## src/rtl/vote_collector.sv

```systemverilog
// Sequential majority vote collector: gathers one tagged ballot per handshake,
// rejects duplicate and out-of-range voter IDs, then latches the majority decision.
module vote_collector #(
    parameter int N_VOTERS = 5,
    parameter int ID_W     = 3,
    parameter int TIMEOUT  = 32,
    parameter int CNT_W    = 3
) (
    input  logic             clk,
    input  logic             rst,
    input  logic             start,
    input  logic             vote_valid,
    output logic             vote_ready,
    input  logic [ID_W-1:0]  vote_id,
    input  logic             vote_val,
    output logic             busy,
    output logic             done,
    output logic             result,
    output logic [CNT_W-1:0] yes_cnt,
    output logic [CNT_W-1:0] no_cnt,
    output logic             reject,
    output logic             timed_out
);

    localparam int TIMER_W = (TIMEOUT > 1) ? $clog2(TIMEOUT) : 1;
    localparam logic [TIMER_W-1:0] TIMER_LAST = TIMER_W'(TIMEOUT - 1);
    // One extra bit so N_VOTERS == 2**ID_W does not truncate to zero.
    localparam logic [ID_W:0]      ID_LIMIT   = (ID_W + 1)'(N_VOTERS);
    localparam logic [CNT_W-1:0]   MAJ_THRESH = CNT_W'(N_VOTERS / 2);

    typedef enum logic [1:0] {
        IDLE    = 2'd0,
        COLLECT = 2'd1,
        DONE    = 2'd2
    } state_t;

    state_t              state, state_next;
    logic [N_VOTERS-1:0] mask, mask_next, id_onehot;
    logic [CNT_W-1:0]    yes_next, no_next;
    logic [TIMER_W-1:0]  timer, timer_next;
    logic                result_next, timed_out_next, reject_next;
    logic                handshake, in_range, duplicate, accept, discard;

    assign vote_ready = (state == COLLECT);
    assign busy       = (state == COLLECT);
    assign done       = (state == DONE);

    assign handshake = vote_valid & vote_ready;
    assign in_range  = ({1'b0, vote_id} < ID_LIMIT);
    assign id_onehot = N_VOTERS'(1) << vote_id;
    assign duplicate = |(mask & id_onehot);
    assign accept    = handshake & in_range & ~duplicate;
    assign discard   = handshake & ~accept;

    // NOTE: every variable gets its default before the case so no path leaves one unassigned (no latches).
    always_comb begin
        state_next     = state;
        mask_next      = mask;
        yes_next       = yes_cnt;
        no_next        = no_cnt;
        timer_next     = timer;
        result_next    = result;
        timed_out_next = timed_out;
        reject_next    = 1'b0;

        case (state)
            IDLE, DONE: begin
                if (start) begin
                    state_next     = COLLECT;
                    mask_next      = '0;
                    yes_next       = '0;
                    no_next        = '0;
                    timer_next     = '0;
                    result_next    = 1'b0;
                    timed_out_next = 1'b0;
                end
            end
            COLLECT: begin
                timer_next  = timer + TIMER_W'(1);
                reject_next = discard;
                if (accept) begin
                    mask_next = mask | id_onehot;
                    if (vote_val) yes_next = yes_cnt + CNT_W'(1);
                    else          no_next  = no_cnt + CNT_W'(1);
                end
                // A ballot landing on the last timer cycle is counted before deciding timed_out.
                if ((&mask_next) || (timer == TIMER_LAST)) begin
                    state_next     = DONE;
                    timer_next     = '0;
                    result_next    = (yes_next > MAJ_THRESH);
                    timed_out_next = ~(&mask_next);
                end
            end
            default: state_next = IDLE;
        endcase
    end

    // NOTE: state registers use non-blocking assignments so every flop samples pre-edge values.
    always_ff @(posedge clk or posedge rst) begin
        if (rst) begin
            state     <= IDLE;
            mask      <= '0;
            yes_cnt   <= '0;
            no_cnt    <= '0;
            timer     <= '0;
            result    <= 1'b0;
            timed_out <= 1'b0;
            reject    <= 1'b0;
        end else begin
            state     <= state_next;
            mask      <= mask_next;
            yes_cnt   <= yes_next;
            no_cnt    <= no_next;
            timer     <= timer_next;
            result    <= result_next;
            timed_out <= timed_out_next;
            reject    <= reject_next;
        end
    end

endmodule

```

## config.mk

```make
export PLATFORM = sky130hd
export DESIGN_NAME = vote_collector
export DESIGN_NICKNAME = d
export VERILOG_FILES = /design/src/rtl/vote_collector.sv
export SDC_FILE = /design/constraint.sdc
export NUM_CORES = 1
export LEC_CHECK = 0
export CORE_AREA = 2 2 51 53
export DETAILED_ROUTE_END_ITERATION = 12
export DIE_AREA = 0 0 53 55
export GPL_TIMING_DRIVEN = 0
export PLACE_DENSITY = 0.75
export SLEW_MARGIN = 5
export SYNTH_ARGS = -nofsm -noshare
export SYNTH_HDL_FRONTEND = slang
export SYNTH_SLANG_ARGS = --single-unit
```

## constraint.sdc

```tcl
create_clock -name clk -period 2.3 [get_ports clk]
set_input_delay 0.46 -clock clk [delete_from_list [all_inputs] [get_ports clk]]
set_output_delay 0.46 -clock clk [all_outputs]
set_load 0.02 [all_outputs]
```

==> results.toml <==
[status]
status = "finished, final reports clean"

[worst_setup_path]
worstSetupPathType = "primary input to flip-flop"
crit_chain = "clkdlybuf4s50_1 > and4bb_4 > a31oi_1 > nor2_1 > a311o_4 > o21ai_2"
r2r_slack_ps = 380
critPathMaxStageDelay_ps = 610
crit_buf_inv = 1
cp.arrival_ps = 2410
cp-end-kind = "flip-flop"
cp-start-kind = "primary input"
critPathTopFamily = "compound AO/OA/AOI/OAI gates"
required_ps = 2540
crit_fanout = 7
crit_slowest_cell = "clkdlybuf4s50_1"

[grt]
gr-total-overflow = 0
grt_pass1_wl_microns = 4200
grt_pass1_vias = 945
antenna_found_initial = 0
grtUsageTotal = 0.200
grt_max_degree = 22

[synthesis]
synth-seq-cells = 21
synthCells = 123
ys_warn_count = 0
synth.net_count = 135
synth_edf_count = 0
post_synth.cell_area_avg_sq_um = 9.62
async_flop_share = 1.00
syn_area_sq_um = 1180
ys.flop_type = "dfrtp_1"
ys_seq_area_frac = 0.444
ys_types = 39

[die]
start_util = 0.501
coreArea_sq_um = 2360
dieWidth_microns = 53
fp.dieH_microns = 55
rows = 18
dieArea_sq_um = 2920
io-pin-count = 20

[cells_and_area]
nNetsFinal = 159
n_antenna_cell = 0
layout-drive-gt1-share = 0.137
area_growth_pct = 22.9

[timing]
layout_setup_ws_ps = 128
hold_ws_ps = 516
worst_pin_slew_ps = 803
grt_setup_unrepaired = "false"
hold_viol_final = 0
final.period_utilization = 0.944
fin_crit_ps = 2170
finalMaxSlewViolations = 0
setup_violations = 0
fmax_ghz = 0.460
slew_headroom = 0.464
fin_skew_ps = 16.1

[detailed_routing]
antenna_left = 0
wl_per_cell_microns = 14.6
via_per_inst = 5.62
drcViolationCount = 0
drt-initial-drc-count = 23
vias = 989
drt_first_pass_iters = 4
postRouteWirelength_microns = 2570

[placed_design]
place_ws_ps = -180
gp_congestion = 0.860
io_buffers = 19
hpwl_microns = 1940

[power]
ir_drop_v = 0.000831
power_density_nw_per_um2 = 1130
p_leak_nw = 0.691

[clock_tree]
htreeDepth = 1
clkTransAtPathRegs_ps = 130
cts_tree = "yes"
clockBufferDepth = 2
postCtsSetupRepairBufs = 0
clock_latency_ps = 310
cts_inserted_buffers = 3
cts_num_sinks = 21
ctsHoldBuffers = 0
cts_root_buf = "clkbuf_4"

[hold_path]
hold_path.class = "flip-flop to flip-flop"

[flow_run]
maxCapViolCount = 0
## worst min-delay path, stage by stage, from the launching register on
cell and delay (ps):
dfrtp_1 380, nand2_1 70, o21ai_2 50
## timing repair
action / CTS / global route
cloned: 0 / 0
hold endpoints to repair: 0 / 0
setup endpoints to repair: 1 / 2
gates resized for setup: 2 / 3
## per-stage QoR
stage               setup TNS [ps]  area [sq um]  utilization  total power, mW  std cells
finish                           0          1460        0.615             1.65        176
global route                     0          1460        0.615             1.78        176
CTS                              0          1440        0.609             1.65        176
detailed placement           -1020          1410        0.597             1.46        172
global placement              -753          1410        0.597             1.42        172
floorplan                        0          1180            -             1.18        123
## final cells by class
class,instances,area (sq um)
Sequential cell,21,526
Timing Repair Buffer,19,191
Multi-Input combinational cell,90,622
Inverter,10,37.5
Buffer,2,11.3
Clock buffer,3,22.5
Clock inverter,1,7.51
Tap cell,30,37.5
Fill cell,224,910
## metal layers
layer	global-route usage	up-vias	wire length, microns
met5	0	-	0
met4	0.0855	0	51
met3	0.0242	7	99
met2	0.352	27	1320
met1	0.250	477	1100
li1	-	478	-
## placed cells by master (no fill, tap or decap), types with 3 or more instances in the layout
| master | count |
|---|---|
| a21oi_1 | 6 |
| and2_1 | 3 |
| clkbuf_4 | 3 |
| clkdlybuf4s50_1 | 17 |
| dfrtp_1 | 21 |
| ha_1 | 4 |
| inv_1 | 9 |
| mux2i_1 | 4 |
| nand2_1 | 11 |
| nand2b_1 | 4 |
| nand3_1 | 4 |
| nor2_1 | 9 |
| nor2b_1 | 3 |
| o21ai_0 | 5 |
| o21ai_2 | 5 |
## final timing paths
| kind | start | end | cells past startpoint |
|---|---|---|---|
| max | vote_id[0] | timer[3] | 6 |
| min | timer[4] | timer[4] | 2 |
| max reg2reg | timer[0] | result | 6 |
| min reg2reg | timer[4] | timer[4] | 2 |
| max in group asynchronous | rst | timed_out | 2 |
| min in group asynchronous | rst | no_cnt[2] | 2 |
## kinds of logic (layout without fill, tap and decap cells)
| kind of cell | count (synthesis) | in the layout | share of synthesized area |
|---|---|---|---|
| AOI/OAI and AO/OA | 32 | 32 | 0.203 |
| xor gates and xnor gates | 3 | 3 | 0.0222 |
| adders and majority gates | 4 | 4 | 0.0423 |
| buffers and inverters | 12 | 35 | 0.0412 |
| DFF | 21 | 21 | 0.444 |
| muxes | 4 | 4 | 0.0338 |
| and+or+nand+nor | 47 | 47 | 0.214 |
## Yosys cell counts, types with 2 or more instances
cell type  instances  area share
dfrtp_1           21        0.44
nand2_1           11       0.035
inv_1             10       0.032
nor2_1             9       0.029
a21oi_1            6       0.025
o21ai_0            5       0.021
o21ai_2            5       0.037
ha_1               4       0.042
mux2i_1            4       0.034
nand2b_1           4       0.021
nand3_1            4       0.017
and2_1             3       0.016
nor2b_1            3       0.016
a21o_1             2       0.013
a31o_1             2       0.015
a31oi_1            2       0.011
and3_2             2       0.013
nor3_1             2      0.0085
or2_2              2       0.011
or3_1              2       0.011
xor2_1             2       0.015
## sequential cells by signal, summed over array words and instances (netlist names)
name and count:
result 1, no_cnt 3, state 2, mask 5
timed_out 1, timer 5, reject 1, yes_cnt 3
## power by group
| part | total, mW | switching (mW) | internal [mW] |
|---|---|---|---|
| registers | 0.647 | 0.132 | 0.515 |
| clock network | 0.187 | 0.120 | 0.0662 |
| logic | 0.813 | 0.433 | 0.380 |
No activity file was read; power rests on OpenSTA's default activity.
